### src/rtl/nabp_pkg.sv
// Shared definitions for the NABP image-RAM collector: FSM states, default image size, error-bit indices.
package nabp_pkg;

    typedef enum logic [1:0] {
        IDLE    = 2'd0,
        COLLECT = 2'd1,
        DONE    = 2'd2,
        CLEAR   = 2'd3
    } nabp_state_t;

    localparam int kDefaultImageAddressLength = 8;
    localparam int kImageSize                 = 2 ** kDefaultImageAddressLength;

    // hs_err layout: {short_frame, overflow, stray}
    localparam int kErrWidth      = 3;
    localparam int kErrStray      = 0;
    localparam int kErrOverflow   = 1;
    localparam int kErrShortFrame = 2;

endpackage

### src/rtl/nabp_image_ram.sv
// Simple dual-port synchronous RAM: one write port, one registered read port (read-before-write).
module nabp_image_ram
    import nabp_pkg::*;
#(
    parameter int kAddrWidth = kDefaultImageAddressLength,
    parameter int kDataWidth = 16
) (
    input  logic                  clk,
    input  logic                  wr_en,
    input  logic [kAddrWidth-1:0] wr_addr,
    input  logic [kDataWidth-1:0] wr_data,
    input  logic                  rd_en,
    input  logic [kAddrWidth-1:0] rd_addr,
    output logic [kDataWidth-1:0] rd_data
);

    logic [kDataWidth-1:0] mem [2**kAddrWidth];

    always_ff @(posedge clk) begin
        if (wr_en) begin
            mem[wr_addr] <= wr_data;
        end
        if (rd_en) begin
            rd_data <= mem[rd_addr];
        end
    end

endmodule

### src/rtl/nabp_image_ram_collector.sv
// Receiving end of the NABP image-RAM interface: frame FSM, pixel counter, clear sweep and host readback.
// Optional build macro NABP_IMAGE_RAM_ACCUMULATE_EN: saturating accumulate into RAM through a 2-stage RMW pipe.
module nabp_image_ram_collector
    import nabp_pkg::*;
#(
    parameter int kImageAddressLength = 8,
    parameter int kCacheDataLength    = 16,
    parameter int kCountLength        = kImageAddressLength + 1
) (
    input  logic                           clk,
    input  logic                           reset_n,
    input  logic                           ir_kick,
    input  logic                           ir_done,
    input  logic                           ir_addr_valid,
    input  logic [kImageAddressLength-1:0] ir_addr,
    input  logic [kCacheDataLength-1:0]    ir_val,
    output logic                           ir_enable,
    input  logic                           hs_clear,
    input  logic                           hs_rd_en,
    input  logic [kImageAddressLength-1:0] hs_rd_addr,
    output logic                           hs_rd_valid,
    output logic [kCacheDataLength-1:0]    hs_rd_data,
    output logic                           hs_frame_done,
    output logic                           hs_busy,
    output logic [kCountLength-1:0]        hs_count,
    output logic [kErrWidth-1:0]           hs_err
);

    localparam int                               kDepth     = 2 ** kImageAddressLength;
    localparam logic [kCountLength-1:0]          kCountFull = kCountLength'(kDepth);
    localparam logic [kImageAddressLength-1:0]   kLastAddr  = '1;

    nabp_state_t                    state;
    nabp_state_t                    next_state;
    logic [kImageAddressLength-1:0] clear_addr;
    logic                           transfer;
    logic                           host_window;
    logic                           pipe_busy;
    logic                           rd_accept;
    logic                           clear_accept;
    logic                           count_full;
    logic [kCountLength-1:0]        count_next;
    logic [kErrWidth-1:0]           err_set;
    logic                           rd_pend;

    logic                           ram_wr_en;
    logic [kImageAddressLength-1:0] ram_wr_addr;
    logic [kCacheDataLength-1:0]    ram_wr_data;
    logic                           ram_rd_en;
    logic [kImageAddressLength-1:0] ram_rd_addr;
    logic [kCacheDataLength-1:0]    ram_rd_data;

    assign transfer     = ir_enable && ir_addr_valid;
    assign host_window  = (state == IDLE) || (state == DONE);
    assign rd_accept    = hs_rd_en && host_window && !pipe_busy;
    // A kick in the same cycle as a clear request takes priority; the clear is dropped.
    assign clear_accept = hs_clear && host_window && !pipe_busy && !ir_kick;
    assign hs_busy      = (state == COLLECT) || (state == CLEAR);
    assign count_full   = (hs_count == kCountFull);
    assign count_next   = hs_count + kCountLength'(transfer && !count_full);

    always_comb begin
        err_set                 = '0;
        err_set[kErrStray]      = ((ir_addr_valid || ir_done) && (state != COLLECT))
                                  || (ir_kick && (state == CLEAR));
        err_set[kErrOverflow]   = transfer && count_full;
        err_set[kErrShortFrame] = (state == COLLECT) && ir_done && (count_next < kCountFull);
    end

    always_comb begin
        next_state = state;
        case (state)
            IDLE, DONE: begin
                if (ir_kick) begin
                    next_state = COLLECT;
                end else if (clear_accept) begin
                    next_state = CLEAR;
                end
            end
            COLLECT: begin
                if (ir_done) begin
                    next_state = DONE;
                end
            end
            CLEAR: begin
                if (clear_addr == kLastAddr) begin
                    next_state = IDLE;
                end
            end
            default: next_state = IDLE;
        endcase
    end

    always_ff @(posedge clk) begin
        if (!reset_n) begin
            state         <= IDLE;
            ir_enable     <= 1'b0;
            clear_addr    <= '0;
            hs_count      <= '0;
            hs_err        <= '0;
            hs_frame_done <= 1'b0;
            rd_pend       <= 1'b0;
            hs_rd_valid   <= 1'b0;
            hs_rd_data    <= '0;
        end else begin
            state       <= next_state;
            ir_enable   <= (next_state == COLLECT);
            clear_addr  <= (state == CLEAR) ? clear_addr + 1'b1 : '0;
            rd_pend     <= rd_accept;
            hs_rd_valid <= rd_pend;
            if (rd_pend) begin
                hs_rd_data <= ram_rd_data;
            end
            if (host_window && ir_kick) begin
                hs_count      <= '0;
                hs_err        <= err_set;
                hs_frame_done <= 1'b0;
            end else begin
                hs_count <= count_next;
                hs_err   <= hs_err | err_set;
                if ((state == COLLECT) && ir_done) begin
                    hs_frame_done <= 1'b1;
                end else if (clear_accept) begin
                    hs_frame_done <= 1'b0;
                end
            end
        end
    end

`ifdef NABP_IMAGE_RAM_ACCUMULATE_EN
    logic                           s1_valid;
    logic [kImageAddressLength-1:0] s1_addr;
    logic [kCacheDataLength-1:0]    s1_val;
    logic                           fwd_valid;
    logic [kImageAddressLength-1:0] fwd_addr;
    logic [kCacheDataLength-1:0]    fwd_data;
    logic [kCacheDataLength-1:0]    acc_base;
    logic [kCacheDataLength:0]      acc_sum;
    logic [kCacheDataLength-1:0]    acc_result;

    assign pipe_busy = s1_valid;

    // The RAM read issued alongside the previous stage-2 write returns the stale word, so forward it.
    assign acc_base   = (fwd_valid && (fwd_addr == s1_addr)) ? fwd_data : ram_rd_data;
    assign acc_sum    = {1'b0, acc_base} + {1'b0, s1_val};
    assign acc_result = acc_sum[kCacheDataLength] ? '1 : acc_sum[kCacheDataLength-1:0];

    always_ff @(posedge clk) begin
        if (!reset_n) begin
            s1_valid  <= 1'b0;
            fwd_valid <= 1'b0;
        end else begin
            s1_valid  <= transfer;
            fwd_valid <= s1_valid;
        end
        s1_addr  <= ir_addr;
        s1_val   <= ir_val;
        fwd_addr <= s1_addr;
        fwd_data <= acc_result;
    end

    // An accepted transfer already in stage 2 still commits its write even if reset arrives.
    always_comb begin
        ram_wr_en   = s1_valid;
        ram_wr_addr = s1_addr;
        ram_wr_data = acc_result;
        if (state == CLEAR) begin
            ram_wr_en   = reset_n;
            ram_wr_addr = clear_addr;
            ram_wr_data = '0;
        end
        ram_rd_en   = rd_accept;
        ram_rd_addr = hs_rd_addr;
        if (transfer) begin
            ram_rd_en   = 1'b1;
            ram_rd_addr = ir_addr;
        end
    end
`else
    assign pipe_busy = 1'b0;

    always_comb begin
        ram_wr_en   = transfer;
        ram_wr_addr = ir_addr;
        ram_wr_data = ir_val;
        if (state == CLEAR) begin
            ram_wr_en   = 1'b1;
            ram_wr_addr = clear_addr;
            ram_wr_data = '0;
        end
        ram_wr_en   = ram_wr_en && reset_n;
        ram_rd_en   = rd_accept;
        ram_rd_addr = hs_rd_addr;
    end
`endif

    nabp_image_ram #(
        .kAddrWidth (kImageAddressLength),
        .kDataWidth (kCacheDataLength)
    ) u_ram (
        .clk     (clk),
        .wr_en   (ram_wr_en),
        .wr_addr (ram_wr_addr),
        .wr_data (ram_wr_data),
        .rd_en   (ram_rd_en),
        .rd_addr (ram_rd_addr),
        .rd_data (ram_rd_data)
    );

endmodule

### config.mk
export PLATFORM = sky130hd
export DESIGN_NAME = nabp_image_ram_collector
export DESIGN_NICKNAME = d
export VERILOG_FILES = /design/src/rtl/nabp_pkg.sv /design/src/rtl/nabp_image_ram.sv /design/src/rtl/nabp_image_ram_collector.sv
export SDC_FILE = /design/constraint.sdc
export NUM_CORES = 2
export LEC_CHECK = 0
export BUFFER_PORTS_ARGS = -buffer_cell sky130_fd_sc_hd__buf_2
export CORE_UTILIZATION = 30
export CTS_CLUSTER_SIZE = 24
export DETAILED_ROUTE_END_ITERATION = 8
export SLEW_MARGIN = 5
export SYNTH_ARGS = -nofsm -noshare
export SYNTH_HDL_FRONTEND = slang
export SYNTH_SLANG_ARGS = --single-unit
### constraint.sdc
create_clock -name clk -period 7.2 [get_ports clk]
set_input_delay 0.36 -clock clk [delete_from_list [all_inputs] [get_ports clk]]
set_output_delay 0.36 -clock clk [all_outputs]
set_load 0.02 [all_outputs]
* After elaboration in Yosys (flattened, before gate mapping)
Memories as Yosys holds them, arrays and structs flattened. A register that Yosys moved wholly into a read port is not among the register bits.
Cells that the tools add are included.
** Cells by class
- Add/subtract/negate cells :: 2
- Reductions and logical operators :: 23
- Bitwise gates (word level) :: 2
- $lt $le $gt $ge :: 1
- Multiplexer cells :: 13
- Eq/ne operators :: 7
** Operators by type and width (number)
- $mux W16 :: 1
- $logic_and A1 B1 Y1 :: 12
- $add A9 B1 Y9 :: 1
- $eq A9 B9 Y1 const B :: 1
- $lt A9 B9 Y1 const B :: 1
- $add A8 B1 Y8 const B :: 1
- $eq A8 B8 Y1 const B :: 1
- $mux W2 :: 4
- $mux W8 :: 1
- $pmux W2 S3 :: 1
- $mux W1 :: 5
- $eq A2 B1 Y1 const B :: 2
- $eq A2 B2 Y1 const B :: 2
- $logic_or A1 B1 Y1 :: 4
- $reduce_or A2 Y1 :: 2
- $mux W3 :: 1
- $or A3 B3 Y3 :: 1
- $logic_not A1 Y1 :: 2
- $logic_not A2 Y1 :: 1
- $ne A2 B1 Y1 const B :: 1
- $reduce_and A2 Y1 :: 1
- $reduce_bool A2 Y1 :: 1
- $not A1 Y1 :: 1
** Word-level totals
- RAM bits :: 4096
- Logic and storage cells :: 58
- Register bits :: 42
- Output and inout port bits :: 32
- Memories kept :: 1
** Memories
- u_ram.mem :: words 256, bits a word 16, rd ports 1, clocked after memory_dff 1, wr ports 1, line nabp_image_ram.sv:17 : logic [kDataWidth-1:0] mem [2**kAddrWidth];

* Logic depth before layout (Yosys ltp)
- Depth in word-level cells :: 8
- Mapped depth :: 13
- Mapped depth without buffers :: 9

* Modules after synthesis
Synthesis repeated with hierarchy kept, for this count alone.
** Second synthesis, totals
- Cell total of the unflattened synthesis :: 7560
- Area total of the unflattened synthesis :: 160721.6 um^2
** By module, submodules not included
- nabp_image_ram :: area an instance 158874.9 um^2, sequential area each 123478.4 um^2, instances 1, cells an instance 7360
- nabp_image_ram_collector :: area an instance 1846.8 um^2, sequential area each 840.8 um^2, instances 1, cells an instance 200

* Least setup slack after synthesis
Ideal clock, no wire load.
- Kind :: reg2reg
- From :: reg state[0]
- To :: mem u_ram.mem[0][10], data pin
- Buffers on the path :: 3
- Data required time :: 6.330 ns
- Data arrival time :: 4.535 ns
- Setup time :: 0.870 ns
- Period minus slack after synthesis :: 5.405 ns
- Path slack :: 1.795 ns
- Stages on the path, launching flop included :: 6
- Path through :: dfxtp_1 nand2_1 clkbuf_1 clkbuf_1 clkbuf_1 and2_1
** On the way
- Word-level cells in the longest chain between the ends :: 2
** RTL lines
- start: declaration :: line nabp_image_ram_collector.sv:33 : nabp_state_t state;
- start signal: assignment :: line nabp_image_ram_collector.sv:106 : state <= next_state;
- $eq A2 B2 Y1 :: line nabp_image_ram_collector.sv:186 : if (state == CLEAR) begin
- $mux W16 :: line nabp_image_ram_collector.sv:186
- named net ram_wr_data[10] :: line nabp_image_ram_collector.sv:48 : logic [kCacheDataLength-1:0] ram_wr_data;
- end: declaration :: line nabp_image_ram.sv:17
The timed path passes the listed nets, and every way through them passes these cells.

* Worst setup path in the final report
- From :: reg state[0]
- To :: mem u_ram.mem[218][6] (enable)
** On the way
- Word-level cells in the longest chain between the ends :: 5
- Elaborated cells on any way between the ends :: 6
** RTL lines
- $eq A2 B2 Y1 (*) :: line nabp_image_ram_collector.sv:186
- $mux W1 :: line nabp_image_ram_collector.sv:186
- $logic_and A1 B1 Y1 :: line nabp_image_ram_collector.sv:191 : ram_wr_en = ram_wr_en && reset_n;
- $mux W1 :: line nabp_image_ram.sv:20 : if (wr_en) begin
- $mux W1 (implied by the code) :: line nabp_image_ram.sv:21 : mem[wr_addr] <= wr_data;
Mark *: on every way between the ends. The rest lies on a longest branch, timed or not.

==> flow_summary.yaml <==
status:
  outcome: "complete, but fails checks"
  violations: "DRC, slew limit"
critical_path:
  regToRegStartpoint: "state[0]$_SDFF_PN0_"
  path_cells: "nand2_2 > mux2i_1 > nand2_1 > nor2_1 > nand2_2 > buf_4 > nor2_2"
  startpoint: "state[0]$_SDFF_PN0_"
  arrival_ns: 5.08
  crit_family: "simple AND/OR/NAND/NOR gates"
  cpPeakStageDelay_ns: 0.89
  crit_path_top_delay_cell: "nor2_2"
  crit_fanout: 33
  path_common_cell: "nand2_2"
  cp.required_ns: 7.77
  cp-start-kind: "flop"
  criticalPathCategory: "flop to flop"
  worst_setup_path_end_kind: "flop"
  worst-path-buf-inv: 1
sta:
  maxSlewViolCount: 96
  tns_ns: 0
  fin_worst_skew_ns: 0.08301
  finalSetupViolations: 0
  fin_ws_ns: 2.689
  max_freq_mhz: 221.7
  period_share: 0.6265
  worstMarginPinSlew_ns: 1.645
  slew_headroom: -0.09655
  fin_crit_ns: 4.511
  final-hold-violation-count: 0
  rsz0062_at_grt: "false"
synthesis:
  synthFlopType: "edfxtp_1"
  async_reset_ff_frac: 0
  yosys.area.top_type: "edfxtp_1"
  yosysUniqueCellTypes: 69
  ys_ff_latch: 4154
  yosysWarnings: 0
  netlist_area_um2: 161700
  synth-seq-area-share: 0.7691
  yosys-top-cells-area: "edfxtp_1 76%, mux4_2 12%, mux2i_1 2.8%, mux2_2 0.82%, nor2_1 0.81%"
  synth_top_area_frac: 0.7639
  synth_most_common_cell: "edfxtp_1"
  synth_cells: 7647
  synth-edff-count: 4112
  syn_nets: 7689
  syn_avg_cell_area_um2: 21.14
  synthTopCellsByCount: "4112 x edfxtp_1, 869 x mux4_2, 446 x mux2i_1"
clocking:
  clk_latency_ns: 1.03
  cts.path.max_buffers: 4
  numCtsBuffers: 409
  clk_pin_slew_ns: 0.07
  tritoncts: "done"
  clockRootBuffer: "clkbuf_16"
  h-tree-depth: 5
  cts.sinks: 4154
global_route:
  grt_use_met2: 0.2633
  grt_overflow: 0
  grt_usage: 0.1632
  grt_pass1_vias: 81350
  grt_start_max_net_pins: 209
  grt_pass1_wl_mm: 636.6
  grtUsageMet1: 0.2201
  grt_use_met3: 0.03319
  antenna_found_initial: 44
  top_usage_layer: "met2"
power_and_ir_drop:
  comb_power_share: 0.053
  p_seq_frac: 0.529
  power_per_cell_area_nw_per_um2: 273.3
  ir_drop_mv: 0.2283
  leakagePower_nw: 57.52
  power_switching_mw: 11.09
  power.share.clock: 0.417
  p_sw_frac: 0.2190
  p_int_mw: 39.55
  power_mw: 50.64
floorplan:
  io_pins: 71
  initial_core_util: 0.3013
  fp.dieH_um: 736.1
  core-area_um2: 536500
  fp-row-count: 269
  die_area_um2: 541800
  dieWidth_um: 736.1
place:
  pre_cts_slack_ns: 1.782
  post_dp_cell_area_um2: 172000
  dpl.hpwl_mm: 272.2
  routabilityCongestion: 0.8821
  portBuffers: 70
min_path:
  min-delay-start: "ir_val[6]"
  hp-class: "primary input to flop"
route:
  drt-initial-drc-count: 10930
  first_pass_iters: 9
  drc_errors: 2
  post_drt_via_cell_ratio: 5.260
  wirelength_mm: 456.3
  post_drt_wl_per_cell_um: 29.23
  via_count: 82100
  ant_nets: 0
layout:
  layout-drive-gt1-share: 0.2504
  register_area_um2: 124300
  multiInputGateArea_um2: 34910
  design_area_um2: 185300
  fillers: 49520
  area_growth_syn_to_layout_pct: 14.61
  nets: 8124
job:
  maxCapViolCount: 0
==> layout make-up <==
type	instances	area share
Sequential cell	4154	0.6710
Multi-Input combinational cell	3032	0.1884
Clock buffer	503	0.05772
Tap cell	7181	0.04849
Timing Repair Buffer	479	0.02126
Clock inverter	237	0.01266
Antenna cell	18	0.0002431
Inverter	6	0.0001891
==> layout by cell type, fill, tap and decap left out, types with 17 or more instances in the layout <==
cell / count
edfxtp_1: 4112
bufinv_16: 39
a22oi_1: 92
nand3_1: 50
dlygate4sd3_1: 17
nor2_1: 308
o21ai_0: 58
buf_2: 65
diode_2: 18
o221ai_1: 115
a211oi_1: 26
dfxtp_1: 42
clkinv_2: 62
mux4_2: 869
buf_12: 35
a221oi_1: 56
nand2_2: 17
clkinv_1: 105
nand2_1: 215
nor2b_1: 20
clkbuf_16: 414
mux2i_1: 446
o22ai_1: 123
buf_4: 358
nor2_2: 39
a21oi_1: 108
mux2_2: 117
a2bb2oi_1: 19
nor3_1: 83
clkbuf_1: 89
==> registers in the layout, indices dropped and copies added, names as in the netlist <==
| signal | flops |
|---|---|
| clear_addr | 8 |
| hs_count | 9 |
| hs_err | 3 |
| hs_frame_done | 1 |
| hs_rd_data | 16 |
| hs_rd_valid | 1 |
| ir_enable | 1 |
| rd_pend | 1 |
| state | 2 |
| u_ram.mem | 4096 |
| u_ram.rd_data | 16 |
==> metrics by stage <==
stage          hold WS (ns)  instances    util
6_report            0.06445      15610  0.3453
5_1_grt             0.05925      15600  0.3453
4_1_cts            0.002724      15590  0.3452
3_5_place_dp         0.4771      14830  0.3206
3_3_place_gp         0.4593      14830  0.3205
2_1_floorplan        0.4753       7647       -
==> power by group through the flow <==
| stage | clock, mW | sequential (mW) | combinational (mW) |
|---|---|---|---|
| global route | 22.3 | 26.8 | 2.82 |
| CTS | 21.4 | 26.8 | 2.71 |
| finish | 21.1 | 26.8 | 2.70 |
| floorplan | 0 | 27.4 | 1.57 |
| detailed placement | 0 | 27.3 | 2.70 |
| global placement | 0 | 27.3 | 2.64 |
==> what timing repair did <==
action | in CTS | in global routing
hold buffers | 17 | 0
endpoints found under the setup margin | 0 | 0
gates resized for setup | 0 | 0
hold endpoints to repair | 233 | 0
buffers inserted | 0 | 0
==> worst paths after layout <==
kind / to / slack (ns) / depth (start not counted)
max reg2reg: u_ram.mem[218][6]$_DFFE_PP_ / 2.69 / 7
max: u_ram.mem[218][6]$_DFFE_PP_ / 2.69 / 7
min: u_ram.mem[28][6]$_DFFE_PP_ / 0.06 / 2
min reg2reg: hs_err[1]$_SDFF_PN0_ / 0.51 / 2
==> worst reg2reg max path: stages (launching register included) <==
cell     delay [ns]
dfxtp_1        0.51
nand2_2        0.59
mux2i_1        0.53
nand2_1        0.13
nor2_1         0.37
nand2_2        0.56
buf_4          0.47
nor2_2         0.91
==> routing by layer <==
layer	part of all wire	up-vias	wire length, um
met5	0.00038	-	173
met3	0.091	740	41620
met2	0.47	4257	216600
met1	0.40	44080	181400
met4	0.036	26	16550
li1	-	33000	-
==> kinds of logic after synthesis <==
logic type,after synthesis,synth area share
compound gates,690,0.03084
xor+xnor,13,0.0007044
fa+ha+maj,3,0.0002322
buf+inv,461,0.01687
flops,4154,0.7691
mux,1433,0.1569
simple gates,893,0.02540
No activity file was read; power rests on OpenSTA's default activity.
